File: src/rtl/ir_frame_tx.sv
// NEC-format IR frame transmitter. All segment timing is counted in carrier
// periods; the burst output gates the incoming carrier during mark segments.
module ir_frame_tx #(
    parameter int unsigned LEAD_MARK_CYC  = 342,
    parameter int unsigned LEAD_SPACE_CYC = 171,
    parameter int unsigned BIT_MARK_CYC   = 21,
    parameter int unsigned ZERO_SPACE_CYC = 21,
    parameter int unsigned ONE_SPACE_CYC  = 64,
    parameter int unsigned GAP_CYC        = 1520,
    parameter int unsigned CNT_W          = 12
) (
    input  logic       In_Clock,
    input  logic       In_Reset,
    input  logic       In_Carrier,
    input  logic       In_Valid,
    input  logic [7:0] In_Address,
    input  logic [7:0] In_Command,
    output logic       Out_Ready,
    output logic       Out_IR,
    output logic       Out_Busy,
    output logic       Out_Done
);

    typedef enum logic [2:0] {
        StIdle,
        StWaitEdge,
        StLeadMark,
        StLeadSpace,
        StBitMark,
        StBitSpace,
        StStopMark,
        StGap
    } state_e;

    state_e            state_q, state_d;
    logic [CNT_W-1:0]  cnt_q, cnt_d;
    logic [4:0]        idx_q, idx_d;
    logic [31:0]       frame_q, frame_d;
    logic              carrier_q;
    logic              ir_q;
    logic              done_q, done_d;

    logic              tick;
    logic              mark;
    logic              counting;
    logic              seg_end;
    logic [CNT_W-1:0]  seg_last;

    assign tick     = In_Carrier & ~carrier_q;
    assign mark     = (state_q == StLeadMark) || (state_q == StBitMark) ||
                      (state_q == StStopMark);
    assign counting = (state_q != StIdle) && (state_q != StWaitEdge);

    // Count value of the final tick of the current segment.
    always_comb begin
        seg_last = '0;
        unique case (state_q)
            StLeadMark:  seg_last = CNT_W'(LEAD_MARK_CYC - 1);
            StLeadSpace: seg_last = CNT_W'(LEAD_SPACE_CYC - 1);
            StBitMark:   seg_last = CNT_W'(BIT_MARK_CYC - 1);
            StBitSpace:  seg_last = frame_q[idx_q] ? CNT_W'(ONE_SPACE_CYC - 1)
                                                   : CNT_W'(ZERO_SPACE_CYC - 1);
            StStopMark:  seg_last = CNT_W'(BIT_MARK_CYC - 1);
            StGap:       seg_last = CNT_W'(GAP_CYC - 1);
            default:     seg_last = '0;
        endcase
    end

    assign seg_end = counting && tick && (cnt_q == seg_last);

    always_comb begin
        state_d = state_q;
        cnt_d   = cnt_q;
        idx_d   = idx_q;
        frame_d = frame_q;
        done_d  = 1'b0;

        if (counting && tick) begin
            cnt_d = seg_end ? '0 : cnt_q + CNT_W'(1);
        end

        unique case (state_q)
            StIdle: begin
                if (In_Valid) begin
                    frame_d = {~In_Command, In_Command, ~In_Address, In_Address};
                    cnt_d   = '0;
                    idx_d   = '0;
                    state_d = StWaitEdge;
                end
            end
            StWaitEdge: begin
                if (tick) begin
                    cnt_d   = '0;
                    state_d = StLeadMark;
                end
            end
            StLeadMark: if (seg_end) state_d = StLeadSpace;
            StLeadSpace: begin
                if (seg_end) begin
                    idx_d   = '0;
                    state_d = StBitMark;
                end
            end
            StBitMark: if (seg_end) state_d = StBitSpace;
            StBitSpace: begin
                if (seg_end) begin
                    if (idx_q == 5'd31) begin
                        state_d = StStopMark;
                    end else begin
                        idx_d   = idx_q + 5'd1;
                        state_d = StBitMark;
                    end
                end
            end
            StStopMark: begin
                if (seg_end) begin
                    done_d  = 1'b1;
                    state_d = StGap;
                end
            end
            StGap: if (seg_end) state_d = StIdle;
            default: state_d = StIdle;
        endcase
    end

    always_ff @(posedge In_Clock) begin
        if (In_Reset) begin
            state_q   <= StIdle;
            cnt_q     <= '0;
            idx_q     <= '0;
            frame_q   <= '0;
            carrier_q <= 1'b0;
            ir_q      <= 1'b0;
            done_q    <= 1'b0;
        end else begin
            state_q   <= state_d;
            cnt_q     <= cnt_d;
            idx_q     <= idx_d;
            frame_q   <= frame_d;
            carrier_q <= In_Carrier;
            ir_q      <= mark & In_Carrier;
            done_q    <= done_d;
        end
    end

    assign Out_Ready = (state_q == StIdle);
    assign Out_Busy  = (state_q != StIdle);
    assign Out_IR    = ir_q;
    assign Out_Done  = done_q;

endmodule

File: config.mk
export PLATFORM = sky130hd
export DESIGN_NAME = ir_frame_tx
export DESIGN_NICKNAME = d
export VERILOG_FILES = /design/src/rtl/ir_frame_tx.sv
export SDC_FILE = /design/constraint.sdc
export NUM_CORES = 1
export LEC_CHECK = 0
export ABC_AREA = 1
export ABC_CLOCK_PERIOD_IN_PS = 5500
export CAP_MARGIN = 20
export CORE_MARGIN = 5
export CORE_UTILIZATION = 30
export CTS_BUF_LIST = sky130_fd_sc_hd__clkbuf_4
export CTS_CLUSTER_SIZE = 28
export DETAILED_ROUTE_END_ITERATION = 8
export GPL_TIMING_DRIVEN = 0
export SLEW_MARGIN = 5
export SYNTH_ARGS = -nofsm -noshare
export SYNTH_HDL_FRONTEND = slang
export SYNTH_SLANG_ARGS = --single-unit
File: constraint.sdc
create_clock -name In_Clock -period 5.5 [get_ports In_Clock]
set_clock_uncertainty 0.05 [all_clocks]
set_input_delay 1.65 -clock In_Clock [delete_from_list [all_inputs] [get_ports In_Clock]]
set_output_delay 1.65 -clock In_Clock [all_outputs]
set_load 0.005 [all_outputs]
Word-level counts from Yosys, hierarchy flattened
Index checks and enable logic that the tools add are counted.
W data, S select, Z words.
- flip-flop bits (word level): 55
- output and inout port bits: 4
- logic and storage cells: 73
- add/sub/neg operators: 2
- order comparisons: 1
- equal/unequal tests: 19
- multiplexer cells: 25
- bitwise operators: 6
- reduce and logical (&&, ||, !) cells: 13
- operators with widths (operator ; count):
    $pmux W11 S5 ; 1
    $mux W12 ; 4
    $mux W3 ; 8
    $pmux W12 S2 ; 1
    $pmux W3 S8 ; 1
    $mux W5 ; 4
    $ne A2 B2 Y1 const B ; 9
    $not A8 Y8 ; 2
    $pmux W5 S3 ; 1
    $add A12 B1 Y12 const B ; 1
    $eq A12 B12 Y1 ; 1
    $eq A3 B3 Y1 const B ; 4
    $reduce_and A8 Y1 ; 1
    $eq A3 B2 Y1 const B ; 2
    $lt A5 B6 Y1 const B ; 1
    $mux W6 ; 1
    $reduce_bool A3 Y1 ; 2
    $add A5 B1 Y5 const B ; 1
    $bmux W1 S5 ; 1
    $eq A5 B5 Y1 const B ; 1
    $reduce_and A5 Y1 ; 1
    $reduce_or A2 Y1 ; 2
    $eq A3 B1 Y1 const B ; 1
    $logic_and A1 B1 Y1 ; 3
    8 further kinds ; 12

Logic depth before layout (Yosys ltp)
Gate-level depths: netlist of run 1.
- depth in word-level cells: 10
- gate-level depth with buffers: 18
- gate-level depth less buffers: 17

Least setup slack after synthesis of run 1
Ideal clock, no wire load.
- kind: input to register
- start point: input port In_Carrier
- end point: register cnt_q[5]
- library setup time: 0.116 ns
- arrival: 2.927 ns
- path slack: 2.408 ns
- stages: 8
- path buffers: 0
- path through: nand2_1 nor2_1 o2111ai_1 nor4_2 nand3_2 o21ai_4 nand2_2 and3b_1
- longest elaborated chain between the ends: 7
- ends and longest elaborated chain (item ; line ; RTL):
    from (decl) ; 14 ; input logic In_Carrier,
    $and A1 B1 Y1 (*) ; 49 ; assign tick = In_Carrier & ~carrier_q;
    $logic_and A1 B1 Y1 ; 69, 78 ;
    $logic_and A1 B1 Y1 ; 69 ; assign seg_end = counting && tick && (cnt_q == seg_last);
    $mux W12 ; 79 ; cnt_d = seg_end ? '0 : cnt_q + CNT_W'(1);
    $mux W12 ; 78 ; if (counting && tick) begin
    $mux W12, on equally long branches ; 92, 84 ;
    $pmux W12 S2 (*) ; 82 ; unique case (state_q)
    to (signal assigned) ; 137 ; cnt_q <= cnt_d;
    to (decl) ; 36 ; logic [CNT_W-1:0] cnt_q, cnt_d;
Mark *: on every way between the ends. The rest lies on a longest branch, timed or not.
A chain may end at the register's enable or synchronous reset.

Final worst setup path of run 1
- start point: register state_q[2]
- end point: output port Out_Busy
- longest elaborated chain between the ends: 1
- ends and longest elaborated chain (item ; line ; RTL):
    from (decl) ; 35 ; state_e state_q, state_d;
    from (signal assigned) ; 128 ; state_q <= StIdle;
    from (signal assigned) ; 136 ; state_q <= state_d;
    $reduce_bool A3 Y1 ; 147 ; assign Out_Busy = (state_q != StIdle);
    to (decl) ; 20 ; output logic Out_Busy,
No other way between the ends.

==> Flow_metrics.wiki, run 1 <==
{| class="wikitable"
! Metric !! Value
|-
| Max-cap violation count || 0
|-
| Average cell area after synthesis || 6.753 sq um
|-
| Ratio of cells with drive above 1 in the final layout || under 10%
|-
| Required time of the critical path || around 3.8 ns
|-
| Maximum operating frequency || between 200 and 300 MHz
|-
| Wirelength, routed || roughly 7100 microns
|-
| Most frequent cells in the layout || nand2_1 (123), dfxtp_1 (55), a21oi_1 (47), nand3_1 (38), nor2_1 (34)
|-
| Num rows || 35
|-
| Die Wd || 106.4 microns
|-
| Number of clock buffers inserted by TritonCTS || 5
|-
| Hold buffer count at cts || 0
|-
| EDFF count, synth || 0
|-
| Number of standard cells after synthesis || between 400 and 500
|-
| Cell count of the worst reg-to-reg path || 16
|-
| Height of the chip || 106.4 microns
|-
| Count of endpoints failing setup in the final report || 0
|-
| Critical Path Sink Type || output pin
|-
| Initial antenna violation count || 0
|-
| Number of antenna-violating nets in the routed design || 0
|-
| Global router's overall resource usage || between 10% and 20%
|-
| Final total negative setup slack || 0 ns
|-
| Count of distinct cell types in the synthesized netlist || 35
|-
| Ys async rst share || 0%
|-
| IO Port Bufs || 23
|-
| Most common cell after layout, fill and taps aside || nand2_1
|-
| Via total after detailed routing || 2621
|-
| Number of sinks handled by clock tree synthesis || 55
|-
| Most common flop cell mapped by yosys || dfxtp_1
|-
| Boundary pin count || 24
|-
| Area added between synthesis and finish || 16.37%
|-
| Die area || 0.01132 sq mm
|-
| Worst R2R Start || idx_q[0]$_SDFFE_PP0P_
|-
| Data arrival, critical path || roughly 1.9 ns
|-
| Number of antenna diodes || 0
|-
| Post-DR wirelength/cell || roughly 13 microns
|-
| Largest fanout of any net on the critical path || 10
|-
| Remaining global-route overflow || 0
|-
| Clock-pin slew on the worst setup and hold paths || around 0.17 ns
|-
| Number of instances resized during post-cts repair || 0
|-
| Maximum resistive drop on vdd || ~0.15 mV
|-
| CTS Root Cell || clkbuf_4
|-
| YS warnings || 0
|-
| Relative slew margins || between 60% and 70%
|-
| Pin count of the biggest net entering global routing || 20
|-
| CTS Buffer Depth || 2
|-
| Setup repair after global routing missed its margin || false
|-
| Pwr dens || between 300 and 400 mW/mm^2
|-
| GPL Wtd Cong || about 0.86
|-
| Hold path depth || 2
|-
| Run status || complete, no violations
|-
| Sequential cell area fraction in the yosys report || 39.48%
|-
| Leak || between 0.001 and 0.0015 uW
|-
| Worst-skew pair later-pin latency || ~0.40 ns
|-
| Fillers || 1008
|-
| Core Area || 0.009153 sq mm
|-
| H-tree depth reported by CTS || 2
|-
| Area contributors post-synth || dfxtp_1 (39%), nand2_1 (17%), a21oi_1 (8.4%)
|-
| Number of buffers added for setup after CTS || 0
|-
| Syn nets || about 440
|-
| Hold/Removal Path Class || register to register
|-
| Worst hold start || frame_q[20]$_SDFFE_PP0P_
|-
| Area fraction of the dominant cell type after synthesis || between 30 and 40%
|-
| Synthesized flop and latch total || 55
|-
| Slew of the pin with the lowest slew margin || a little under 0.6 ns
|-
| Shortest period the worst path allows || between 3 and 4 ns
|-
| Sort of element at the start of the critical path || register
|-
| CTS tree || yes
|-
| Count of TritonRoute iterations in the first routing pass || 4
|-
| First-iteration detailed-routing DRC count || around 130
|-
| Post-route DRC violation count || 0
|-
| Power Total || ~1300 uW
|-
| Syn Std Cell Area || between 0.002 and 0.003 sq mm
|-
| First-pass GRT wire length || between 10000 and 15000 microns
|-
| Launching instance or port of the critical path || state_q[2]$_SDFFE_PP0P_
|-
| Post-synth top area cell || dfxtp_1
|-
| Total area of multi-input combinational cells || about 0.0015 sq mm
|-
| Combined flip-flop and latch cell area || ~0.0011 sq mm
|-
| Layout net count || between 400 and 500
|-
| Total count of hold-check failures in the final report || 0
|-
| Type of the worst setup path || register to output pin
|-
| Vias in the first global route || about 2500
|-
| Via density || roughly 4.7
|-
| Dpl hpwl || approximately 5300 microns
|-
| Pins Over Slew Limit || 0
|-
| Share of the clock period used by the worst path after layout || about two thirds
|-
| Initial cell density of the core || 30.47%
|}
[power breakdown]
| group | total (uW) | leakage, uW | switching [uW] | internal [uW] |
|---|---|---|---|---|
| Combinational | 512 | 0.000814 | 329 | 182 |
| Sequential | 525 | 0.000450 | 48.3 | 476 |
| Clock | 242 | 0.0000477 | 141 | 101 |
| Total | 1280 | 0.00131 | 519 | 759 |
[critical path: stages, from the launching register on]
cell	delay, ns
dfxtp_1	0.33
buf_4	0.16
nor2_2	0.18
inv_2	0.10
nor2_2	0.18
inv_2	0.09
clkdlybuf4s50_1	0.45
[registers in the layout, indices dropped and copies added, names as in the netlist]
signal     cells
Out_Done       1
Out_IR         1
carrier_q      1
cnt_q         12
frame_q       32
idx_q          5
state_q        3
[metrics by stage]
| step | worst slack, ns | cells | util [%] | area (sq um) | hold WS [ns] |
|---|---|---|---|---|---|
| 6_report | 1.928 | 555 | 35.46 | 3246 | 0.4286 |
| 2_1_floorplan | 2.408 | 413 | - | 2789 | 0.3954 |
| 4_1_cts | 1.913 | 555 | 35.46 | 3246 | 0.4288 |
| 3_5_place_dp | 1.539 | 547 | 34.50 | 3158 | 0.4063 |
| 5_1_grt | 1.811 | 555 | 35.46 | 3246 | 0.4442 |
| 3_3_place_gp | 1.530 | 547 | 34.50 | 3158 | 0.4037 |
[metal layers]
layer / GRT usage [%] / routed length, microns / share of wire (%) / vias up
li1: - / - / - / 1398
met5: 0 / 0 / 0 / -
met3: 2.429 / 288 / 4.1 / 10
met1: 17.73 / 3460 / 49 / 1162
met2: 20.81 / 3217 / 46 / 51
met4: 3.744 / 95 / 1.3 / 0
[final cells by class]
| class | count | share of cell area (%) |
|---|---|---|
| multi-input cells | 306 | 45.34 |
| inverters | 35 | 4.048 |
| clock inverters | 3 | 1.542 |
| well taps | 111 | 4.279 |
| plain buffers | 17 | 2.621 |
| clock buffers | 5 | 1.157 |
| flip-flops and latches | 55 | 33.92 |
| repair buffers | 23 | 7.093 |
[cell usage after synthesis (2+ instances only)]
| library cell | number |
|---|---|
| and3_1 | 5 |
| nor2_1 | 34 |
| or2_2 | 3 |
| inv_2 | 6 |
| nand2_1 | 123 |
| buf_2 | 5 |
| nand3_1 | 38 |
| xor2_1 | 4 |
| o21ai_0 | 21 |
| nand4_1 | 2 |
| ha_1 | 3 |
| a21oi_1 | 47 |
| dfxtp_1 | 55 |
| clkbuf_1 | 9 |
| inv_1 | 29 |
| o21ai_1 | 4 |
| buf_4 | 2 |
| nand2_2 | 4 |
| nor2_2 | 2 |
| nand3_2 | 2 |
[logic make-up after synthesis]
family	count (synthesis)	share of synthesized area [%]
flip-flops	55	39.48
AND/OR/NAND/NOR	220	34.32
buffers and inverters	52	7.761
AO/OA/AOI/OAI	78	15.52
XOR/XNOR	5	1.570
adder cells (fa/ha/maj)	3	1.346
[final timing paths]
| check | to | slack, ns |
|---|---|---|
| max reg2reg | cnt_q[5]$_SDFF_PP0_ | 3.14 |
| max | Out_Busy | 1.93 |
| min reg2reg | frame_q[20]$_SDFFE_PP0P_ | 0.43 |
| min | frame_q[20]$_SDFFE_PP0P_ | 0.43 |
(Power assumes the default switching activity.)
==> run 2, diff against run 1 <==
--- a/config.mk
+++ b/config.mk
@@ -6,7 +6,7 @@
 export NUM_CORES = 1
 export LEC_CHECK = 0
 export ABC_AREA = 1
-export ABC_CLOCK_PERIOD_IN_PS = 5500
+export ABC_CLOCK_PERIOD_IN_PS = 3100
 export CAP_MARGIN = 20
 export CORE_MARGIN = 5
 export CORE_UTILIZATION = 30
==> constraint.sdc (replaced) <==
create_clock -name In_Clock -period 3.1 [get_ports In_Clock]
set_clock_uncertainty 0.05 [all_clocks]
set_input_delay 0.93 -clock In_Clock [delete_from_list [all_inputs] [get_ports In_Clock]]
set_output_delay 0.93 -clock In_Clock [all_outputs]
set_load 0.005 [all_outputs]
==> results of run 2 <==
The final DEF is identical to that of run 1. Status: complete, no violations.
Among the figures that moved: setup slack after placement 1.539 ns -> -0.1409 ns; setup slack after layout 1.928 ns -> 0.2482 ns; register-to-register setup slack 3.14 ns -> 0.74 ns; total power 1278 uW -> 2268 uW; worst IR drop on VDD 0.1502 mV -> 0.2665 mV
